**config.mk**
```make
export PLATFORM = sky130hd
export DESIGN_NAME = dec_wb_arbiter
export DESIGN_NICKNAME = d
export VERILOG_FILES = /design/src/rtl/dec_wb_arbiter.sv
export SDC_FILE = /design/constraint.sdc
export NUM_CORES = 1
export LEC_CHECK = 0
export ABC_CLOCK_PERIOD_IN_PS = 10650
export CORE_MARGIN = 3
export CORE_UTILIZATION = 59
export DETAILED_ROUTE_END_ITERATION = 8
export PLACE_DENSITY = 0.9
export SLEW_MARGIN = 20
export SYNTH_ARGS = -nofsm -noshare
export SYNTH_HDL_FRONTEND = slang
export SYNTH_SLANG_ARGS = --single-unit
```
**constraint.sdc**
```tcl
create_clock -name clk -period 10.65 [get_ports clk]
set_input_delay 3.195 -clock clk [delete_from_list [all_inputs] [get_ports clk]]
set_output_delay 3.195 -clock clk [all_outputs]
set_load 0.03 [all_outputs]
```
**src/rtl/dec_wb_arbiter.sv**
```systemverilog
// Writeback arbiter: per-source write FIFOs feeding the single GPR write port, plus a register
// reservation scoreboard for decode. Define WB_ARB_PERF_CNT_EN to add the conflict_cnt output.
module dec_wb_arbiter #(
    parameter int NUM_SRC    = 3,
    parameter int DATA_W     = 32,
    parameter int ADDR_W     = 5,
    parameter int FIFO_DEPTH = 2,
    parameter int RR_MODE    = 0
) (
    input  logic                      clk,
    input  logic                      rst_l,
    input  logic [NUM_SRC-1:0]        src_valid,
    output logic [NUM_SRC-1:0]        src_ready,
    input  logic [NUM_SRC*ADDR_W-1:0] src_addr,
    input  logic [NUM_SRC*DATA_W-1:0] src_data,
    input  logic                      rsv_en,
    input  logic [ADDR_W-1:0]         rsv_addr,
    output logic                      wen0,
    output logic [ADDR_W-1:0]         waddr0,
    output logic [DATA_W-1:0]         wd0,
    input  logic [ADDR_W-1:0]         rs1_addr,
    input  logic [ADDR_W-1:0]         rs2_addr,
    output logic                      rs1_busy,
    output logic                      rs2_busy
`ifdef WB_ARB_PERF_CNT_EN
    ,
    output logic [15:0]               conflict_cnt
`endif
);

    localparam int IDX_W    = (NUM_SRC > 1) ? $clog2(NUM_SRC) : 1;
    localparam int PTR_W    = (FIFO_DEPTH > 1) ? $clog2(FIFO_DEPTH) : 1;
    localparam int CNT_W    = PTR_W + 1;
    localparam int NUM_REGS = 1 << ADDR_W;

    localparam logic [CNT_W-1:0] FULL_CNT = CNT_W'(FIFO_DEPTH);
    localparam logic [IDX_W-1:0] RR_RESET = IDX_W'(NUM_SRC - 1);

    logic [ADDR_W-1:0]   r_fifoAddr [NUM_SRC][FIFO_DEPTH];
    logic [DATA_W-1:0]   r_fifoData [NUM_SRC][FIFO_DEPTH];
    logic [PTR_W-1:0]    r_wrPtr    [NUM_SRC];
    logic [PTR_W-1:0]    r_rdPtr    [NUM_SRC];
    logic [CNT_W-1:0]    r_count    [NUM_SRC];
    logic [IDX_W-1:0]    r_rrPtr;
    logic                r_wen0;
    logic [ADDR_W-1:0]   r_waddr0;
    logic [DATA_W-1:0]   r_wd0;
    logic [NUM_REGS-1:0] r_scoreboard;

    logic [NUM_SRC-1:0]  w_req;
    logic [NUM_SRC-1:0]  w_push;
    logic [NUM_SRC-1:0]  w_pop;
    logic                w_grantVld;
    logic [IDX_W-1:0]    w_grantIdx;
    logic [ADDR_W-1:0]   w_headAddr;
    logic [DATA_W-1:0]   w_headData;

    // Index reached by stepping 'offset' places past 'base', wrapping modulo NUM_SRC.
    function automatic logic [IDX_W-1:0] rrIndex(input logic [IDX_W-1:0] base, input int offset);
        int sum;
        sum = int'(base) + offset;
        if (sum >= NUM_SRC) begin
            sum = sum - NUM_SRC;
        end
        return IDX_W'(sum);
    endfunction

    always_comb begin
        w_req     = '0;
        src_ready = '0;
        w_push    = '0;
        for (int i = 0; i < NUM_SRC; i++) begin
            w_req[i]     = (r_count[i] != '0);
            src_ready[i] = !rst_l && (r_count[i] != FULL_CNT);
            w_push[i]    = src_valid[i] && src_ready[i];
        end
    end

    // Loops run from lowest to highest priority so the last hit is the winner.
    always_comb begin
        w_grantVld = |w_req;
        w_grantIdx = '0;
        if (RR_MODE == 0) begin
            for (int i = NUM_SRC - 1; i >= 0; i--) begin
                if (w_req[i]) begin
                    w_grantIdx = IDX_W'(i);
                end
            end
        end else begin
            for (int k = NUM_SRC; k >= 1; k--) begin
                if (w_req[rrIndex(r_rrPtr, k)]) begin
                    w_grantIdx = rrIndex(r_rrPtr, k);
                end
            end
        end
    end

    always_comb begin
        w_pop      = '0;
        w_headAddr = r_fifoAddr[w_grantIdx][r_rdPtr[w_grantIdx]];
        w_headData = r_fifoData[w_grantIdx][r_rdPtr[w_grantIdx]];
        for (int i = 0; i < NUM_SRC; i++) begin
            w_pop[i] = w_grantVld && (w_grantIdx == IDX_W'(i));
        end
    end

    always_ff @(posedge clk) begin
        for (int i = 0; i < NUM_SRC; i++) begin
            if (w_push[i]) begin
                r_fifoAddr[i][r_wrPtr[i]] <= src_addr[i*ADDR_W +: ADDR_W];
                r_fifoData[i][r_wrPtr[i]] <= src_data[i*DATA_W +: DATA_W];
            end
        end
    end

    always_ff @(posedge clk) begin
        if (rst_l) begin
            for (int i = 0; i < NUM_SRC; i++) begin
                r_wrPtr[i] <= '0;
                r_rdPtr[i] <= '0;
                r_count[i] <= '0;
            end
        end else begin
            for (int i = 0; i < NUM_SRC; i++) begin
                if (w_push[i]) begin
                    r_wrPtr[i] <= r_wrPtr[i] + PTR_W'(1);
                end
                if (w_pop[i]) begin
                    r_rdPtr[i] <= r_rdPtr[i] + PTR_W'(1);
                end
                case ({w_push[i], w_pop[i]})
                    2'b10:   r_count[i] <= r_count[i] + CNT_W'(1);
                    2'b01:   r_count[i] <= r_count[i] - CNT_W'(1);
                    default: r_count[i] <= r_count[i];
                endcase
            end
        end
    end

    // A grant of register 0 still pops its entry and moves the pointer, but never writes.
    always_ff @(posedge clk) begin
        if (rst_l) begin
            r_rrPtr  <= RR_RESET;
            r_wen0   <= 1'b0;
            r_waddr0 <= '0;
            r_wd0    <= '0;
        end else begin
            r_wen0 <= 1'b0;
            if (w_grantVld) begin
                if (RR_MODE != 0) begin
                    r_rrPtr <= w_grantIdx;
                end
                if (w_headAddr != '0) begin
                    r_wen0   <= 1'b1;
                    r_waddr0 <= w_headAddr;
                    r_wd0    <= w_headData;
                end
            end
        end
    end

    // The reservation is assigned last so a same-cycle set beats the commit clear.
    always_ff @(posedge clk) begin
        if (rst_l) begin
            r_scoreboard <= '0;
        end else begin
            if (r_wen0) begin
                r_scoreboard[r_waddr0] <= 1'b0;
            end
            if (rsv_en && (rsv_addr != '0)) begin
                r_scoreboard[rsv_addr] <= 1'b1;
            end
        end
    end

    assign wen0     = r_wen0;
    assign waddr0   = r_waddr0;
    assign wd0      = r_wd0;
    assign rs1_busy = (rs1_addr != '0) && r_scoreboard[rs1_addr];
    assign rs2_busy = (rs2_addr != '0) && r_scoreboard[rs2_addr];

`ifdef WB_ARB_PERF_CNT_EN
    logic [15:0] r_conflictCnt;
    logic        w_multiReq;

    // Clearing the lowest set bit leaves something only when two or more sources wait.
    assign w_multiReq = |(w_req & (w_req - NUM_SRC'(1)));

    always_ff @(posedge clk) begin
        if (rst_l) begin
            r_conflictCnt <= '0;
        end else if (w_multiReq && (r_conflictCnt != 16'hFFFF)) begin
            r_conflictCnt <= r_conflictCnt + 16'd1;
        end
    end

    assign conflict_cnt = r_conflictCnt;
`endif

endmodule
```
==> metrics.txt <==
Synth Area per Inst 12.2 sq um; CP max stage cell clkdlybuf4s50_1; Row Count between 50 and 60; cell family with most CP delay buffers and inverters; Hold Path Class reg -> reg; Seq/Total Area, Yosys around 67%; CP bufs+invs 2; Residual DRC 0; Hold Path Sink wd0[4]; RSZ-0062 raised after global routing false; Hold-fix buffers, CTS 0; crit-path max FO 9; total negative setup slack 0 ps; post-CTS setup buffers 0; top-area cell type share of the netlist area 55.9%; GR Overflow Total 0; Clock Skew 16.0 ps; cell taking the most area after synthesis edfxtp_1; area of the mapped netlist 12600 sq um; Synth async-reset ratio 0%; hold path start wd0[4]; hpwl dp 20.4 mm; outcome finished, final reports clean; Top FF cell, synth edfxtp_1; largest net degree at the start of global routing 76; H-tree Lvls 1; DP Worst Slack 1520 ps; Setup Viol. Count Final 0; Reg clk slew, reported paths 60 ps; DIE AREA 23100 sq um; DRT iter0 DRCs between 1000 and 1500; most common cell in the netlist nand2_1; clock root buffer clkbuf_16; ranking of synthesized cells by area edfxtp_1, dfxtp_1, nand2_1, nand3_1, mux4_2; number of flops mapped to enable cells by yosys 234; clk sink count slightly above 300; PnR worst setup slack 1530 ps; Initial Utilization about three fifths; max incr delay on CP 810 ps; startpoint class of the critical path input pin; first-pass GRT wire length 53.1 mm; FILL cells 1258; Stages on worst setup path 5; post-synthesis cell count ~1000; maxcap violations 0; Nets 1326; vias in the first global route 9873; post-route ant nets 0; Crit Path Class in -> out; power per cell area 253 nW/um^2; top post-synthesis cells by count nand2_1, edfxtp_1, nand3_1; Slew Viols, Final 0; TritonCTS Buffers 29; crit-path cells clkdlybuf4s50_1 > mux4_2 > mux4_2 > mux2_2 > clkdlybuf4s50_1; hold slack between 400 and 500 ps; Avg WL per Cell 22.9 microns; WP data arrival 5930 ps; CTS Buffer Depth 3; leakage between 5 and 6 nW; Worst-Margin Slew 1080 ps; Post-CTS Resized 0; routability cong. 0.948; reg-to-reg startpoint r_count[2][0]; Tot GR Track Use 28.7%; Yosys warnings 0; Slew headroom 28.2%; Top Ports 175; Hold Violations, Final 0; via count 9324; DRT Pass-1 Iters 6; Cell variety after synth 56; Max Clock Freq 110 MHz; placed cell count around 1400; initial antenna violation count 2; WHS Path Cells 2; RR Endpoint wd0[13]; Worst EP required 7460 ps; Routed WL 33.9 mm; r2r setup slk 6520 ps; share of post-route cells with drive strength above 1 approximately 8.6%; crit end category output port; Core Area between 20000 and 25000 sq um; Tcrit/Tclk final between 80% and 90%; fin cells 1482; worst-skew pair later-pin latency 560 ps; Seq cells post-synth roughly 300; vias per inst 6.29; Port Buf Inserts 174; worst reg2reg path depth 11; maximum vdd drop around 0.00017 V; syn_nets 1169; CTS tree yes; Die Ht 152 microns; die span in x 152 microns; Pwr Total 3.93 mW; Final Critical Period 9120 ps; Area Growth Syn to Fin 23.3%
==> registers in the layout, summed over array words and instances (netlist names) <==
signal / flops
r_scoreboard: 31
r_count: 6
r_rdPtr: 3
waddr0: 5
r_fifoData: 192
wd0: 32
r_fifoAddr: 30
r_wrPtr: 3
wen0: 1
==> final cells by class <==
| class | instances | area, sq um | share of cell area, % |
|---|---|---|---|
| multi-input combinational | 656 | 3870 | 25.0 |
| clock buffer | 32 | 757 | 4.88 |
| inverter | 13 | 51.3 | 0.331 |
| clock inverter | 21 | 253 | 1.63 |
| tap | 270 | 338 | 2.18 |
| sequential | 303 | 8410 | 54.3 |
| timing repair buffer | 184 | 1810 | 11.7 |
| antenna | 3 | 7.51 | 0.0484 |
==> worst max path at each step <==
stage,to,from,slack [ps]
after floorplan,rs1_busy,rs1_addr[0],2510
after global placement,rs2_busy,rs2_addr[0],1580
after global routing,rs2_busy,rs2_addr[0],1420
final,rs2_busy,rs2_addr[0],1530
after detailed placement,rs2_busy,rs2_addr[0],1520
after CTS,rs2_busy,rs2_addr[0],1510
==> report_power, final <==
part	switching [mW]	total, mW	internal, mW
logic	0.878	1.32	0.439
clock network	0.447	1.08	0.636
registers	0.0973	1.53	1.43
==> tightest hold or removal path, cell delays in order, from the launching register on <==
cell and delay (ps):
dfxtp_1 310, nand2b_1 60, mux2i_1 60
==> cells in the final DEF, fill, tap and decap left out, drive strengths merged, types with 7 or more instances in the layout <==
master,n
a21oi,38
a31oi,34
buf,11
clkbuf,32
clkdlybuf4s50,173
clkinv,12
dfxtp,69
edfxtp,234
ha,7
inv,14
mux2i,36
mux4,18
nand2,240
nand2b,40
nand3,105
nor2,35
o21ai,36
==> stage by stage <==
stage / util (%) / cell area [sq um]
after CTS: 75.3 / 15500
after global routing: 75.4 / 15500
final: 75.4 / 15500
after global placement: 70.4 / 14500
after detailed placement: 70.4 / 14500
after floorplan: - / 12600
==> per-layer routing <==
layer	wire length, microns	global-route usage (%)
met1	12000	36.1
met2	17300	49.5
met3	3280	5.20
met4	1390	11.9
met5	0	0
==> kinds of logic (layout without fill, tap and decap cells) <==
group / Yosys count / in the layout / synth area share (%)
multiplexers: 58 / 58 / 6.45
adder cells (fa/ha/maj): 7 / 7 / 0.697
AO/OA/AOI/OAI: 139 / 139 / 6.83
AND/OR/NAND/NOR: 447 / 447 / 16.1
buffers and inverters: 71 / 250 / 2.71
flip-flops: 303 / 303 / 66.9
XOR/XNOR: 5 / 5 / 0.348
other: 0 / 3 / 0
No activity file was read; power rests on OpenSTA's default activity.
